File: src/rtl/va_ovc_state_pkg.sv
// Shared definitions for the output-VC state tracker.
//   ovc_state_e : per-VC ownership state (IDLE / ACTIVE / DRAIN)
//   V_DEF, BUF_DEPTH_DEF : default virtual-channel count and downstream buffer depth
package va_ovc_state_pkg;

    localparam int V_DEF         = 4;
    localparam int BUF_DEPTH_DEF = 4;

    typedef enum logic [1:0] {
        OVC_IDLE   = 2'd0,
        OVC_ACTIVE = 2'd1,
        OVC_DRAIN  = 2'd2
    } ovc_state_e;

endpackage

File: src/rtl/va_ovc_state_credit_fsm.sv
// ovc_credit_fsm: ownership FSM and downstream credit counter for one output VC.
// Ports:
//   clk, rst        : clock, synchronous active-high reset
//   grant           : VA grant for this VC
//   send, tail      : a flit (tail flag) leaves on this VC; already one-hot qualified
//   credit          : downstream returned a credit for this VC; already qualified
//   available       : VC is IDLE and may be allocated
//   has_credit      : credit count is non-zero
//   count           : current credit count
//   err             : single-cycle protocol-violation pulse
module ovc_credit_fsm
    import va_ovc_state_pkg::*;
#(
    parameter int BUF_DEPTH = BUF_DEPTH_DEF,
    parameter int CW        = $clog2(BUF_DEPTH + 1)
) (
    input  logic          clk,
    input  logic          rst,
    input  logic          grant,
    input  logic          send,
    input  logic          tail,
    input  logic          credit,
    output logic          available,
    output logic          has_credit,
    output logic [CW-1:0] count,
    output logic          err
);

    localparam logic [CW-1:0] FULL = CW'(BUF_DEPTH);

    ovc_state_e    state, state_nxt;
    logic [CW-1:0] cnt, cnt_nxt;
    logic          only_send, only_credit;

    // A send and a credit on the same VC cancel out, so neither the
    // underflow nor the overflow check applies to that pair.
    assign only_send   = send && !credit;
    assign only_credit = credit && !send;

    always_comb begin
        cnt_nxt = cnt;
        if (only_send && cnt != '0)
            cnt_nxt = cnt - 1'b1;
        else if (only_credit && cnt != FULL)
            cnt_nxt = cnt + 1'b1;

        state_nxt = state;
        case (state)
            OVC_IDLE:   if (grant)        state_nxt = OVC_ACTIVE;
            OVC_ACTIVE: if (send && tail) state_nxt = OVC_DRAIN;
            default:    ;
        endcase
        // Drain completes on the credit that refills the buffer; this also
        // covers a tail and a credit arriving together.
        if (state_nxt == OVC_DRAIN && credit && cnt_nxt == FULL)
            state_nxt = OVC_IDLE;

        err = (only_send && cnt == '0)
            || (only_credit && cnt == FULL)
            || (grant && state != OVC_IDLE)
            || (send && state != OVC_ACTIVE);
    end

    always_ff @(posedge clk) begin
        if (rst) begin
            state <= OVC_IDLE;
            cnt   <= FULL;
        end else begin
            state <= state_nxt;
            cnt   <= cnt_nxt;
        end
    end

    assign available  = (state == OVC_IDLE);
    assign has_credit = (cnt != '0);
    assign count      = cnt;

endmodule

File: src/rtl/va_ovc_state.sv
// va_ovc_state: per-output-port tracker of output-VC ownership and credits.
// Ports:
//   clk, rst                         : clock, synchronous active-high reset
//   vaGrant[V]                       : VCs granted by the VC allocator this cycle
//   flitSentValid/flitSentVC/Tail    : flit leaving the port, one-hot VC, tail flag
//   creditValid/creditVC             : credit returned by downstream, one-hot VC
//   outVCAvailable[V]                : VC is IDLE
//   hasCredit[V]                     : VC credit count non-zero
//   creditCount[V*CW]                : VC j count at [j*CW +: CW]
//   protoErr                         : sticky protocol-violation flag
module va_ovc_state
    import va_ovc_state_pkg::*;
#(
    parameter int V         = V_DEF,
    parameter int BUF_DEPTH = BUF_DEPTH_DEF,
    parameter int CW        = $clog2(BUF_DEPTH + 1)
) (
    input  logic            clk,
    input  logic            rst,
    input  logic [V-1:0]    vaGrant,
    input  logic            flitSentValid,
    input  logic [V-1:0]    flitSentVC,
    input  logic            flitSentTail,
    input  logic            creditValid,
    input  logic [V-1:0]    creditVC,
    output logic [V-1:0]    outVCAvailable,
    output logic [V-1:0]    hasCredit,
    output logic [V*CW-1:0] creditCount,
    output logic            protoErr
);

    logic         send_ok, credit_ok, sel_err;
    logic [V-1:0] vc_err;

    // A malformed VC select drops that event entirely.
    assign send_ok   = flitSentValid && $onehot(flitSentVC);
    assign credit_ok = creditValid && $onehot(creditVC);
    assign sel_err   = (flitSentValid && !$onehot(flitSentVC))
                     || (creditValid && !$onehot(creditVC));

    for (genvar j = 0; j < V; j++) begin : g_vc
        ovc_credit_fsm #(
            .BUF_DEPTH (BUF_DEPTH),
            .CW        (CW)
        ) u_vc (
            .clk        (clk),
            .rst        (rst),
            .grant      (vaGrant[j]),
            .send       (send_ok && flitSentVC[j]),
            .tail       (flitSentTail),
            .credit     (credit_ok && creditVC[j]),
            .available  (outVCAvailable[j]),
            .has_credit (hasCredit[j]),
            .count      (creditCount[j*CW +: CW]),
            .err        (vc_err[j])
        );
    end

    always_ff @(posedge clk) begin
        if (rst) protoErr <= 1'b0;
        else     protoErr <= protoErr || sel_err || (|vc_err);
    end

endmodule

File: config.mk
export PLATFORM = sky130hd
export DESIGN_NAME = va_ovc_state
export DESIGN_NICKNAME = d
export VERILOG_FILES = /design/src/rtl/va_ovc_state_pkg.sv /design/src/rtl/va_ovc_state_credit_fsm.sv /design/src/rtl/va_ovc_state.sv
export SDC_FILE = /design/constraint.sdc
export NUM_CORES = 1
export LEC_CHECK = 0
export ABC_AREA = 0
export BUFFER_PORTS_ARGS = -buffer_cell sky130_fd_sc_hd__buf_2
export CAP_MARGIN = 5
export CORE_ASPECT_RATIO = 1.2
export CORE_UTILIZATION = 50
export CTS_BUF_LIST = sky130_fd_sc_hd__clkbuf_8
export CTS_CLUSTER_DIAMETER = 40
export DETAILED_ROUTE_END_ITERATION = 6
export PLACE_DENSITY = 0.74
export SLEW_MARGIN = 20
export SYNTH_ARGS = -nofsm -noshare
export SYNTH_HDL_FRONTEND = slang
export SYNTH_SLANG_ARGS = --single-unit
File: constraint.sdc
create_clock -name clk -period 7 [get_ports clk]
set_input_delay 0.35 -clock clk [delete_from_list [all_inputs] [get_ports clk]]
set_output_delay 0.35 -clock clk [all_outputs]
set_load 0.1 [all_outputs]
[Yosys cells after proc, flatten, opt, wreduce, memory -nomap -nowiden]
Index checks and enable logic that the tools add are counted.
Word-level totals
  register bits: 21
  bits of input ports: 17
  output and inout port bits: 21
  logic and storage cells: 171
Cells by class
  add/sub/neg operators: 14
  eq/ne operators: 26
  mux-type cells: 20
  reduce and logical (&&, ||, !) cells: 102
Operators with widths (number)
  1-bit logical AND: 56
  3-bit == test, second input constant: 8
  3-bit two-way mux: 8
  2-bit two-way mux: 8
  2-bit case mux with 2 select lines: 4
  1-bit logical OR: 15
  3-bit by 1-bit adder with 3-bit output, second input constant: 4
  3-bit zero test: 4
  3-bit inequality test, second input constant: 4
  3-bit nonzero test: 4
  3-bit by 1-bit subtractor with 3-bit output, second input constant: 4
  1-bit zero test: 10
  1-bit by 1-bit adder with 2-bit output: 4
  2-bit by 1-bit == test with 1-bit output, second input constant: 4
  2-bit == test, second input constant: 4
  2-bit zero test: 4
  2-bit by 1-bit inequality test with 1-bit output, second input constant: 4
  2-bit nonzero test: 4
  2-bit OR reduction: 4
  2-bit by 2-bit adder with 3-bit output: 2
  3-bit by 1-bit == test with 1-bit output, second input constant: 2
  4-bit OR reduction: 1

[Logic depth before layout (Yosys ltp)]
  depth in word-level cells: 13
  gate-level depth with buffers: 12
  depth with buffers taken out: 10

[By module]
A second synthesis with hierarchy kept.
Unflattened totals
  cells, all modules: 270
  area total of the unflattened synthesis: 2107.0 µm²
Modules (own cells, without submodules)
  ovc_credit_fsm: times used 4, cells an instance 59, area each 455.4 µm², seq. area each 100.1 µm²
  va_ovc_state: times used 1, cells an instance 34, area each 285.3 µm², seq. area each 20.0 µm²

[Worst setup path after synthesis]
OpenSTA, ideal clock, no wires.
  kind: input -> register
  start: input port flitSentVC[0]
  end: register g_vc[2].u_vc.cnt[2]
  library setup time: 123 ps
  data arrival time: 2795 ps
  data required time: 6877 ps
  setup slack: 4082 ps
  cell stages on the path: 11
  buffers on the path: 1
  cells stage by stage: inv_1 -> fa_1 -> inv_1 -> ha_1 -> ha_1 -> or3b_1 -> clkbuf_1 -> o2111a_1 -> a311oi_1 -> a311oi_1 -> or2_2
On the way
  word-level cells in the longest chain between the ends: 10
  elaborated cells between the ends (all ways): 12
  those cells by class: 2 x add/sub; 1 x eq/ne; 2 x mux; 7 x reduce/logical
RTL lines
  start: declaration: line va_ovc_state.sv:22  | input logic [V-1:0] flitSentVC,
  1-bit by 1-bit adder with 2-bit output (not written as such) (*): line va_ovc_state.sv:36  | assign send_ok = flitSentValid && $onehot(flitSentVC);
  2-bit by 2-bit adder with 3-bit output (not written as such) (*): line va_ovc_state.sv:36
  3-bit by 1-bit == test with 1-bit output (*): line va_ovc_state.sv:36
  1-bit logical AND (*): line va_ovc_state.sv:36
  1-bit logical AND (*): line va_ovc_state.sv:49  | .send (send_ok && flitSentVC[j]),
  1-bit zero test: line va_ovc_state_credit_fsm.sv:38  | assign only_credit = credit && !send;
  1-bit logical AND: line va_ovc_state_credit_fsm.sv:38
  1-bit logical AND: line va_ovc_state_credit_fsm.sv:44  | else if (only_credit && cnt != FULL)
  3-bit two-way mux: line va_ovc_state_credit_fsm.sv:44
  3-bit two-way mux (*): line va_ovc_state_credit_fsm.sv:42  | if (only_send && cnt != '0)
  end signal: assignment: line va_ovc_state_credit_fsm.sv:70  | cnt <= cnt_nxt;
  end: declaration: line va_ovc_state_credit_fsm.sv:32  | logic [CW-1:0] cnt, cnt_nxt;
Every way passes the cells marked *; elsewhere a longest branch is shown, timed or not.
A chain may end at the register's enable or synchronous reset.

[Final worst setup path]
  start: input port flitSentVC[1]
  end: register g_vc[1].u_vc.state[1]
On the way
  word-level cells in the longest chain between the ends: 13
  elaborated cells between the ends (all ways): 20
  those cells by class: 2 x add/sub; 3 x eq/ne; 4 x mux; 11 x reduce/logical
RTL lines
  1-bit by 1-bit adder with 2-bit output (not written as such): line va_ovc_state.sv:36
  2-bit by 2-bit adder with 3-bit output (not written as such): line va_ovc_state.sv:36
  3-bit by 1-bit == test with 1-bit output: line va_ovc_state.sv:36
  1-bit logical AND: line va_ovc_state.sv:36
  1-bit logical AND (*): line va_ovc_state.sv:49
  1-bit zero test: line va_ovc_state_credit_fsm.sv:38
  1-bit logical AND: line va_ovc_state_credit_fsm.sv:38
  1-bit logical AND: line va_ovc_state_credit_fsm.sv:44
  3-bit two-way mux: line va_ovc_state_credit_fsm.sv:44
  3-bit two-way mux: line va_ovc_state_credit_fsm.sv:42
  3-bit == test: line va_ovc_state_credit_fsm.sv:55  | if (state_nxt == OVC_DRAIN && credit && cnt_nxt == FULL)
  1-bit logical AND: line va_ovc_state_credit_fsm.sv:55
  2-bit OR reduction (no source line)
  end signal: assignment: line va_ovc_state_credit_fsm.sv:69  | state <= state_nxt;
  end: declaration: line va_ovc_state_credit_fsm.sv:31  | ovc_state_e state, state_nxt;
Marked as above.

==> results.py <==
metrics = {
    "power_and_ir_drop": {
        "intPower_mw": 0.231,
        "p_sw_mw": 0.213,
        "pwr-share-comb_pct": 49.5,
        "swShare_pct": 47.9,
        "p_leak_nw": 0.926,
        "power_density_mw_per_mm2": 196,
        "vdd_ir_drop_max_mv": 0.0959,
        "clkPwrFrac_pct": 19.1,
        "p_seq_share_pct": 31.4,
    },
    "floorplanning": {
        "fp.dieH_um": 72.8,
        "initial_core_util_pct": 52.6,
        "core_area_mm2": 0.00397,
        "io_pins": 38,
        "rows": 25,
        "dieArea_mm2": 0.00444,
        "fp.dieW_um": 61.0,
    },
    "yosys": {
        "synth_seq_cells": 21,
        "synth.top_cells.by_count": "inv_1, dfxtp_1, nor2_1",
        "async_flop_share_pct": 0,
        "synth_seq_area_share_pct": 20.1,
        "synth_top_area_share_pct": 20.1,
        "synth.distinct_cells": 53,
        "synth_area_leader_cell": "dfxtp_1",
        "synth_area_leaders": "dfxtp_1, ha_1, inv_1, a311oi_1, nor2_1",
        "synthFlopType": "dfxtp_1",
        "yosysMostFrequentCell": "inv_1",
        "synth_edf_count": 0,
        "yosysWarnings": 0,
        "synth_area_mm2": 0.00209,
        "syn_avg_cell_area_um2": 7.94,
        "syn-num-nets": 298,
        "synthCells": 263,
    },
    "detailed_routing": {
        "vias_per_cell": 5.73,
        "ant_nets": 0,
        "wl_per_cell_um": 13.9,
        "drt_wl_total_um": 4680,
        "drtPass1Iterations": 4,
        "drc": 0,
        "drtIter0Drc": 92,
        "via_count": 1931,
    },
    "layout": {
        "layout-drive-gt1-share_pct": 17.3,
        "n_antenna_cell": 0,
        "final_area_mm2": 0.00226,
        "fillers": 406,
        "area_growth_pct": 8.20,
        "fin_nets": 319,
        "multi_input_area_mm2": 0.00144,
        "regArea_um2": 420,
    },
    "setup_path": {
        "crit_fanout": 11,
        "r2r_slack_ns": 5.08,
        "cp-start-kind": "input pin",
        "rr_endpoint": "g_vc[1].u_vc.state[1]",
        "crit_type": "in2reg",
        "arrival_ns": 3.40,
        "r2r_cells": 7,
        "cp_data_required_time_ns": 7.16,
        "cp-end-kind": "flip-flop",
        "r2r-start": "g_vc[1].u_vc.count[0]",
    },
    "clock_network": {
        "ctsLongestPathBuffers": 2,
        "path_clk_slew_ns": 0.08,
        "cts_setup_buffers": 0,
        "clkLatencyLatePin_ns": 0.27,
        "cts_root_buf": "clkbuf_8",
        "cts_sinks": 21,
        "ctsResizeCount": 0,
        "cts_hold_buf": 0,
        "tritoncts": "built",
        "cts_inserted_buffers": 3,
        "h-tree-depth": 1,
    },
    "global_route": {
        "overflow": 0,
        "antenna_found_initial": 0,
        "grt_pass1_wl_um": 7880,
        "grt_pass1_vias": 1783,
        "grt_max_degree": 22,
        "grt_use_total_pct": 23.2,
    },
    "sta": {
        "slew_headroom_pct": 58.4,
        "post-route-period-util_pct": 46.2,
        "fin_setup_tns_ns": 0,
        "period_minus_slack_ns": 3.24,
        "skew_ns": 0.00204,
        "fmax_ghz": 0.309,
        "tightest_slew_ns": 0.624,
        "setup_ws_ns": 3.76,
        "maxSlewViolCount": 0,
        "finalSetupViolCount": 0,
        "rsz0062_at_grt": "false",
        "hold_viol_final": 0,
    },
    "placed_design": {
        "placed_cell_area_mm2": 0.00222,
        "io_buffers": 37,
        "place_worst_setup_slack_ns": 3.49,
        "dp_hpwl_um": 3580,
        "gp_congestion": 0.866,
    },
    "run": {
        "max-cap-violations": 0,
    },
    "worst_hold_path": {
        "hp-start": "vaGrant[2]",
        "hold_path_class": "in2reg",
        "min_to": "g_vc[2].u_vc.state[0]",
        "hold_depth": 3,
    },
    "status": {
        "status": "finished clean",
    },
}
## registers in the layout, summed over array words and instances (netlist names)
signal and count:
g_vc.u_vc.count 12, g_vc.u_vc.state 8, protoErr 1
## critical path, stage by stage
cell and delay [ns]:
buf_2 0.13, inv_1 0.12, fa_1 0.52, inv_1 0.04, ha_1 0.17, ha_1 0.31
nand4bb_1 0.53, a211oi_4 0.49, a31o_2 0.20, o22ai_1 0.10, o41a_1 0.42
## cells in the final DEF (no fill, tap or decap), types with 3 or more instances in the layout
cell type  count
buf_2         37
inv_1         28
nor2_1        21
dfxtp_1       21
nand2_1       19
ha_1          16
a21oi_1       10
nand2b_1       9
a311oi_1       9
nor2b_1        8
o21ai_0        7
a211oi_1       7
nand3_1        7
a31oi_1        6
o211ai_1       6
xnor2_1        6
mux2i_1        5
nor3b_1        4
o22ai_1        4
o2111a_1       3
nor3_1         3
a21o_1         3
clkbuf_8       3
## cell type report
| class | instances | area share [%] |
|---|---|---|
| multi-input combinational | 194 | 63.8 |
| clock buffer | 3 | 1.83 |
| sequential | 21 | 18.6 |
| inverter | 27 | 4.48 |
| timing repair buffer | 37 | 8.19 |
| clock inverter | 1 | 0.166 |
| tap | 54 | 2.99 |
## metrics by stage
| step | utilization, % | cells | hold slack (ns) | power [mW] |
|---|---|---|---|---|
| after floorplan | - | 263 | 0.486 | 0.330 |
| after global placement | 55.8 | 333 | 0.538 | 0.357 |
| after detailed placement | 55.8 | 333 | 0.555 | 0.360 |
| after CTS | 56.9 | 337 | 0.343 | 0.444 |
| after global routing | 56.9 | 337 | 0.355 | 0.470 |
| final | 56.9 | 337 | 0.343 | 0.444 |
## power groups by stage
stage	Clock (mW)	Combinational (mW)	Sequential, mW
final	0.0847	0.220	0.139
after global routing	0.0899	0.239	0.141
after CTS	0.0852	0.219	0.139
after detailed placement	0	0.218	0.142
after global placement	0	0.215	0.142
after floorplan	0	0.146	0.185
## metal layers
layer  track usage (%)  up-vias  part of all wire, %
met2              38.1       35                   48
met5                 0        -                    0
met4              7.07        0                  1.1
li1                  -      988                    -
met1              31.7      903                   48
met3              2.13        5                  2.8
## worst max-delay path by stage
stage,cells after the start,from,to,slack [ns]
2_1_floorplan,11,flitSentVC[0],g_vc[2].u_vc.count[2],4.08
3_3_place_gp,11,flitSentVC[1],g_vc[1].u_vc.state[1],3.54
3_5_place_dp,11,flitSentVC[0],g_vc[1].u_vc.state[1],3.49
4_1_cts,11,flitSentVC[0],g_vc[1].u_vc.state[1],3.76
5_1_grt,11,flitSentVC[0],g_vc[1].u_vc.state[1],3.52
6_report,11,flitSentVC[1],g_vc[1].u_vc.state[1],3.76
## cells by family after synthesis
group	share of synthesized area [%]
xor+xnor	3.35
fa+ha+maj	11.5
flops	20.1
compound gates	28.8
mux	3.47
buf+inv	10.9
simple gates	21.9
Note: power is estimated with default switching activity, not from simulation.
